### src/rtl/lsu_mem_stage.sv
// lsu_mem_stage: MEM-stage load/store unit with byte-lane steering, load extension and a req/ack stall handshake.
// Optional misaligned-access rejection is enabled by defining LSU_ALIGN_CHECK_EN.
module lsu_mem_stage #(
  parameter int DM_ADDRESS = 9,
  parameter int DATA_W     = 32,
  parameter int TIMEOUT_W  = 8
) (
  input  logic                  clk,
  input  logic                  reset,
  input  logic                  mem_read,
  input  logic                  mem_write,
  input  logic [DM_ADDRESS-1:0] addr,
  input  logic [DATA_W-1:0]     wr_data,
  input  logic [2:0]            func3,
  output logic [DATA_W-1:0]     rd_data,
  output logic                  stall,
  output logic                  misalign,
  output logic                  timeout_err,
  output logic                  m_req,
  output logic                  m_we,
  output logic [DM_ADDRESS-1:0] m_addr,
  output logic [3:0]            m_be,
  output logic [DATA_W-1:0]     m_wdata,
  input  logic [DATA_W-1:0]     m_rdata,
  input  logic                  m_ack
);
  typedef enum logic [1:0] {IDLE = 2'd0, REQ = 2'd1, DONE = 2'd2} state_t;

  // Count value during the last REQ cycle allowed before giving up.
  localparam logic [TIMEOUT_W-1:0] LAST_REQ = {{(TIMEOUT_W-1){1'b1}}, 1'b0};

  state_t               state, state_next;
  logic [TIMEOUT_W-1:0] req_count;
  logic [2:0]           func3_q;
  logic [1:0]           lane_q;
  logic                 access, is_byte, is_half, misaligned, req_last;
  logic [3:0]           be_in;
  logic [4:0]           shift_bits;
  logic [DATA_W-1:0]    wdata_in, rdata_shift, load_ext;

  assign access   = mem_read | mem_write;
  assign is_byte  = (func3[1:0] == 2'b00);
  assign is_half  = (func3[1:0] == 2'b01);
  assign req_last = (req_count == LAST_REQ);

`ifdef LSU_ALIGN_CHECK_EN
  assign misaligned = (is_half && addr[0]) || (!is_byte && !is_half && (addr[1:0] != 2'b00));
`else
  assign misaligned = 1'b0;
`endif

  always_comb begin
    be_in    = 4'b1111;
    wdata_in = wr_data;
    if (is_byte) begin
      be_in    = 4'b0001 << addr[1:0];
      wdata_in = {4{wr_data[7:0]}};
    end else if (is_half) begin
      be_in    = addr[1] ? 4'b1100 : 4'b0011;
      wdata_in = {2{wr_data[15:0]}};
    end
  end

  // Move the addressed lane of the returned word down to bit 0, then extend.
  always_comb begin
    case (func3_q[1:0])
      2'b00:   shift_bits = {lane_q, 3'b000};
      2'b01:   shift_bits = {lane_q[1], 4'b0000};
      default: shift_bits = 5'd0;
    endcase
    rdata_shift = m_rdata >> shift_bits;
    case (func3_q)
      3'b000:  load_ext = {{24{rdata_shift[7]}}, rdata_shift[7:0]};
      3'b100:  load_ext = {24'd0, rdata_shift[7:0]};
      3'b001:  load_ext = {{16{rdata_shift[15]}}, rdata_shift[15:0]};
      3'b101:  load_ext = {16'd0, rdata_shift[15:0]};
      default: load_ext = rdata_shift;
    endcase
  end

  always_comb begin
    state_next = state;
    stall      = 1'b0;
    m_req      = 1'b0;
    case (state)
      IDLE: begin
        if (access) begin
          stall      = 1'b1;
          state_next = misaligned ? DONE : REQ;
        end
      end
      REQ: begin
        stall = 1'b1;
        m_req = 1'b1;
        if (m_ack || req_last) state_next = DONE;
      end
      DONE:    state_next = IDLE;
      default: state_next = IDLE;
    endcase
    if (reset) stall = 1'b0;
  end

  always_ff @(posedge clk) begin
    if (reset) begin
      state       <= IDLE;
      req_count   <= '0;
      func3_q     <= 3'd0;
      lane_q      <= 2'd0;
      rd_data     <= '0;
      misalign    <= 1'b0;
      timeout_err <= 1'b0;
      m_we        <= 1'b0;
      m_addr      <= '0;
      m_be        <= 4'd0;
      m_wdata     <= '0;
    end else begin
      state    <= state_next;
      misalign <= 1'b0;
      case (state)
        IDLE: begin
          if (access) begin
            m_we      <= mem_write;
            m_addr    <= {addr[DM_ADDRESS-1:2], 2'b00};
            m_be      <= be_in;
            m_wdata   <= wdata_in;
            func3_q   <= func3;
            lane_q    <= addr[1:0];
            req_count <= '0;
            if (misaligned) begin
              misalign <= 1'b1;
              rd_data  <= '0;
            end
          end
        end
        REQ: begin
          if (m_ack) begin
            rd_data <= load_ext;
          end else begin
            req_count <= req_count + 1'b1;
            if (req_last) begin
              timeout_err <= 1'b1;
              rd_data     <= '0;
            end
          end
        end
        default: ;
      endcase
    end
  end
endmodule
### config.mk
export PLATFORM = sky130hd
export DESIGN_NAME = lsu_mem_stage
export DESIGN_NICKNAME = d
export VERILOG_FILES = /design/src/rtl/lsu_mem_stage.sv
export SDC_FILE = /design/constraint.sdc
export NUM_CORES = 1
export LEC_CHECK = 0
export CORE_MARGIN = 2
export CORE_UTILIZATION = 30
export CTS_BUF_LIST = sky130_fd_sc_hd__clkbuf_2
export CTS_CLUSTER_DIAMETER = 80
export DETAILED_ROUTE_END_ITERATION = 16
export GPL_ROUTABILITY_DRIVEN = 0
export SYNTH_ARGS = -nofsm -noshare
export SYNTH_HDL_FRONTEND = slang
export SYNTH_SLANG_ARGS = --single-unit
### constraint.sdc
create_clock -name clk -period 2.7 [get_ports clk]
set_clock_uncertainty 0.05 [all_clocks]
set_input_delay 0.54 -clock clk [delete_from_list [all_inputs] [get_ports clk]]
set_output_delay 0.54 -clock clk [all_outputs]
set_load 0.02 [all_outputs]
# Yosys cells after proc, flatten, opt, wreduce, memory -nomap -nowiden
# Index checks and enable logic that the tools add are counted.
[word_totals] reg_bits=92 latch_bits=0 ramBits=0 rom_bits=0 inputBits=81 word_cells=56 n_memories=0
[classes] n_addsub=1 multipliers=0 div_mod_pow=0 magnitude_cmp=0 eq_ne=10 shift=2 n_mux=19 bitwise_logic=2 reduce_logical=12
[op_table] operator="$mux 32" count=4
[op_table] operator="$pmux 32 s4" count=1
[op_table] operator="$shr 32x5->32" count=1
[op_table] operator="$mux 8" count=2
[op_table] operator="$pmux 8 s2" count=1
[op_table] operator="$mux 4" count=3
[op_table] operator="$pmux 5 s2" count=1
[op_table] operator="$add 8x1->8 const B" count=1
[op_table] operator="$eq 8x8->1 const B" count=1
[op_table] operator="$eq 2x1->1 const B" count=3
[op_table] operator="$eq 3x3->1 const B" count=2
[op_table] operator="$logic_not 2->1" count=3
[op_table] operator="$ne 2x2->1 const B" count=3
[op_table] operator="$reduce_and 2->1" count=3
[op_table] operator="$reduce_and 3->1" count=2
[op_table] operator="$mux 2" count=2
[op_table] operator="$pmux 2 s2" count=1
[op_table] operator="$reduce_bool 2->1" count=2
[op_table] operator="$shl 1x2->4 const A" count=1
[op_table] operator="$eq 3x1->1 const B" count=1
[op_table] operator="$logic_not 3->1" count=1
[op_table] operator="$mux 1" count=3
[op_table] operator="$pmux 1 s2" count=1
[op_table] operator="$logic_or 1x1->1" count=1
[op_table] operator="other kinds (2)" count=2

# Depth between registers and ports, before layout
[logic_depth] word_depth=5 ltp_mapped=8 ltp_nobuf=7

# Worst setup path before layout
# No wires, ideal clock.
[synth_timing] path_kind="input port to output port" startpoint="input port reset" endpoint="output port stall" arrival_time_ps=1406 path_slack_ps=704 path_stages=3 path_cell_list="clkbuf_1 clkbuf_1 nor3_1"
[synth_via] elab_chain_len=1
[synth_rtl] item="from (decl)" line="9" rtl="input logic reset,"
[synth_rtl] item="$mux 1" line="100" rtl="if (reset) stall = 1'b0;"
[synth_rtl] item="to (decl)" line="16" rtl="output logic stall,"
# Every way passes these cells.

# Worst setup path after layout
[layout_timing] startpoint="input port mem_write" endpoint="output port stall"
[layout_via] elab_chain_len=4
[layout_rtl] item="from (decl)" line="11" rtl="input logic mem_write,"
[layout_rtl] item="$or 1x1->1" line="41" rtl="assign access = mem_read | mem_write;"
[layout_rtl] item="$mux 1" line="87" rtl="if (access) begin"
[layout_rtl] item="$pmux 1 s2" line="85" rtl="case (state)"
[layout_rtl] item="$mux 1" line="100"
# Every way passes these cells.

==> impl_metrics.env <==
export IMPL_crit_required_ns=2.11
export IMPL_core_area_sq_um=13200
export IMPL_holdBufCountCts=0
export IMPL_p_leak_uw=0.00224
export IMPL_firstDrtPassIters=4
export IMPL_rrSetupSlack_ns=0.75
export IMPL_crit_top_cell="clkdlybuf4s50_1"
export IMPL_fin_crit_ns=2.56
export IMPL_wirelength_mm=12.1
export IMPL_max_vdd_ir_drop_uv=261
export IMPL_worst_path_max_delay_cell="clkdlybuf4s50_1"
export IMPL_worst_slew_pin_slew_ns=0.646
export IMPL_areaGrowthSynthToFinish_pct=46.0
export IMPL_r2r_start="lane_q[1]"
export IMPL_power_frac_seq_pct=49.3
export IMPL_grt_pass1_wl_mm=19.4
export IMPL_yosysSeqAreaShare_pct=45.2
export IMPL_whs_endpoint="m_wdata[4]"
export IMPL_dp_cells=770
export IMPL_cts_sinks=92
export IMPL_layout_drive_gt1_share_pct=9.02
export IMPL_synthFlopType="dfxtp_1"
export IMPL_cts_htree_levels=3
export IMPL_combPwrFrac_pct=27.9
export IMPL_final_cells=786
export IMPL_min_path_cells=2
export IMPL_share_clk_of_total_power_pct=22.8
export IMPL_critPathMaxFanout=4
export IMPL_first_global_vias=3761
export IMPL_drt_iter0_markers=210
export IMPL_hold_violations=0
export IMPL_synth_area_per_cell_sq_um=9.00
export IMPL_netlist_top_cells_count="nand2_1 (93), dfxtp_1 (92), nor2_1 (39)"
export IMPL_grt_max_degree=59
export IMPL_io_pins=163
export IMPL_fmax_ghz=0.390
export IMPL_p_per_area_nw_per_um2=521
export IMPL_hold_ws_ns=0.422
export IMPL_ys_types=44
export IMPL_p_sw_uw=984
export IMPL_hp_class="register to register"
export IMPL_cap_violations=0
export IMPL_cts_path_max_buffers=2
export IMPL_ant_nets=0
export IMPL_grt_overflow=0
export IMPL_reg2reg_depth=5
export IMPL_arrival_ns=1.97
export IMPL_rows=42
export IMPL_die_area_sq_um=14500
export IMPL_cts_tree="yes"
export IMPL_grt_use_total_pct=16.7
export IMPL_cp_cell_sequence="clkdlybuf4s50_1 > or2_2 > nor2_1 > nor3_1 > clkdlybuf4s50_1"
export IMPL_nFillCells=1323
export IMPL_netlist_area_sq_um=4080
export IMPL_ys_seq_elements=92
export IMPL_swShare_pct=31.7
export IMPL_post_cts_setup_buffer_count=0
export IMPL_port_buffers=159
export IMPL_multi_input_area_sq_um=2000
export IMPL_min_from="m_wdata[4]"
export IMPL_clk_latency_ns=0.55
export IMPL_vias=3840
export IMPL_cp_end_kind="output pin"
export IMPL_clk_pin_slew_ns=0.25
export IMPL_synth_area_leader_cell="dfxtp_1"
export IMPL_async_flop_share_pct=0
export IMPL_critical_path_class="primary input to output pin"
export IMPL_wl_per_cell_um=15.4
export IMPL_path_buf_inv=2
export IMPL_place_detailed_hpwl_mm=8.87
export IMPL_cts_root_buffer="clkbuf_2"
export IMPL_fp_dieW_um=121
export IMPL_p_int_uw=2120
export IMPL_diodes=0
export IMPL_ys_top_cells_by_area="dfxtp_1 (45%), nand2_1 (8.6%), mux2i_1 (6.1%)"
export IMPL_cts_resized=0
export IMPL_initial_core_util_pct=30.8
export IMPL_synth_edf_count=0
export IMPL_final_setup_viol_count=0
export IMPL_yosys_warnings=0
export IMPL_cpLargestDelayFamily="buffers and inverters"
export IMPL_tns_ns=0
export IMPL_worstSetupStartpointType="primary input"
export IMPL_vias_per_cell=4.89
export IMPL_drc_errors=0
export IMPL_synth_top_area_share_pct=45.2
export IMPL_rsz0062_at_grt="false"
export IMPL_status="finished clean"
export IMPL_synth_cells=453
export IMPL_fin_nets=688
export IMPL_synth_most_common_cell="nand2_1"
export IMPL_rr_endpoint="rd_data[17]"
export IMPL_finalMaxSlewViolations=0
export IMPL_antenna_found_initial=0
export IMPL_slew_headroom_pct=57.0
export IMPL_dp_slack_ns=0.127
export IMPL_register_area_sq_um=1840
export IMPL_cpPeakStageDelay_ns=0.54
export IMPL_setup_slack_ns=0.137
export IMPL_die_height_um=121
export IMPL_numCtsBuffers=9
export IMPL_post_route_period_util_pct=94.9
## worst min-delay path, cell delays in order (launching register included)
cell	delay, ns
dfxtp_1	0.37
nand2_1	0.05
a21oi_1	0.05
## sequential cells by signal, indices dropped and copies added, names as in the netlist
| register | count |
|---|---|
| func3_q | 3 |
| rd_data | 32 |
| state | 2 |
| m_we | 1 |
| timeout_err | 1 |
| m_be | 4 |
| req_count | 8 |
| m_addr | 7 |
| m_wdata | 32 |
| lane_q | 2 |
## power groups by stage
stage / Clock (uW) / Sequential [uW] / Combinational, uW
6_report: 707 / 1530 / 864
5_1_grt: 811 / 1540 / 932
4_1_cts: 746 / 1530 / 872
3_5_place_dp: 0 / 1560 / 868
3_3_place_gp: 0 / 1550 / 858
2_1_floorplan: 0 / 1660 / 338
## layer usage
layer / up-vias / track usage [%] / wire length [um]
li1: 1911 / - / -
met1: 1797 / 20.3 / 5260
met2: 120 / 26.9 / 5530
met3: 12 / 6.27 / 1110
met4: 0 / 6.32 / 172
met5: - / 0 / 0
## metrics by stage
| step | util (%) | total power, uW | instance area, sq um |
|---|---|---|---|
| after floorplan | - | 2000 | 4090 |
| after global placement | 44.1 | 2410 | 5840 |
| after detailed placement | 44.1 | 2420 | 5840 |
| after CTS | 45.0 | 3150 | 5950 |
| after global routing | 45.0 | 3290 | 5950 |
| final | 45.0 | 3100 | 5950 |
## final cells by class
cell class                 instances  share of cell area, %
multi-input combinational        320                   33.6
sequential                        92                   30.9
timing repair buffer             177                   29.6
tap                              176                   3.70
clock inverter                     6                   1.09
clock buffer                      10                  0.841
inverter                           5                  0.315
## how the worst max path moves through the flow
stage,from,end,cells past startpoint
finish,mem_write,stall,5
global route,state[0],m_req,3
CTS,state[0],m_req,3
detailed placement,mem_write,stall,5
global placement,mem_write,stall,5
floorplan,reset,stall,3
## logic make-up (layout without fill, tap and decap cells)
group	count (synthesis)	after routing	share of synthesized area, %
xor+xnor	6	6	1.29
fa+ha+maj	2	2	0.614
compound gates	118	118	20.3
mux	33	33	10.1
other cells	1	3	0.0920
flops	92	92	45.2
simple gates	158	158	16.4
buf+inv	43	198	6.04
## placed cells by master (no fill, tap or decap), types with 2 or more instances in the layout
| cell type | count |
|---|---|
| ha_1 | 2 |
| nand4_1 | 2 |
| dfxtp_1 | 92 |
| o21ai_0 | 19 |
| nand2_1 | 93 |
| nand2b_1 | 4 |
| mux2i_1 | 25 |
| a221o_2 | 6 |
| o211ai_1 | 8 |
| a21oi_4 | 2 |
| a311oi_1 | 8 |
| nor2b_1 | 4 |
| conb_1 | 3 |
| clkbuf_2 | 10 |
| nor4_1 | 3 |
| a221o_1 | 11 |
| a211oi_1 | 11 |
| nor3b_2 | 2 |
| clkdlybuf4s50_1 | 158 |
| a22o_1 | 7 |
| buf_4 | 15 |
| o22ai_1 | 4 |
| nand3_1 | 2 |
| buf_12 | 3 |
| nor2_1 | 39 |
| mux4_2 | 6 |
| xnor2_1 | 5 |
| clkinv_4 | 3 |
| a21oi_1 | 37 |
| inv_1 | 5 |
| nor3_1 | 4 |
No activity file was read; power rests on OpenSTA's default activity.
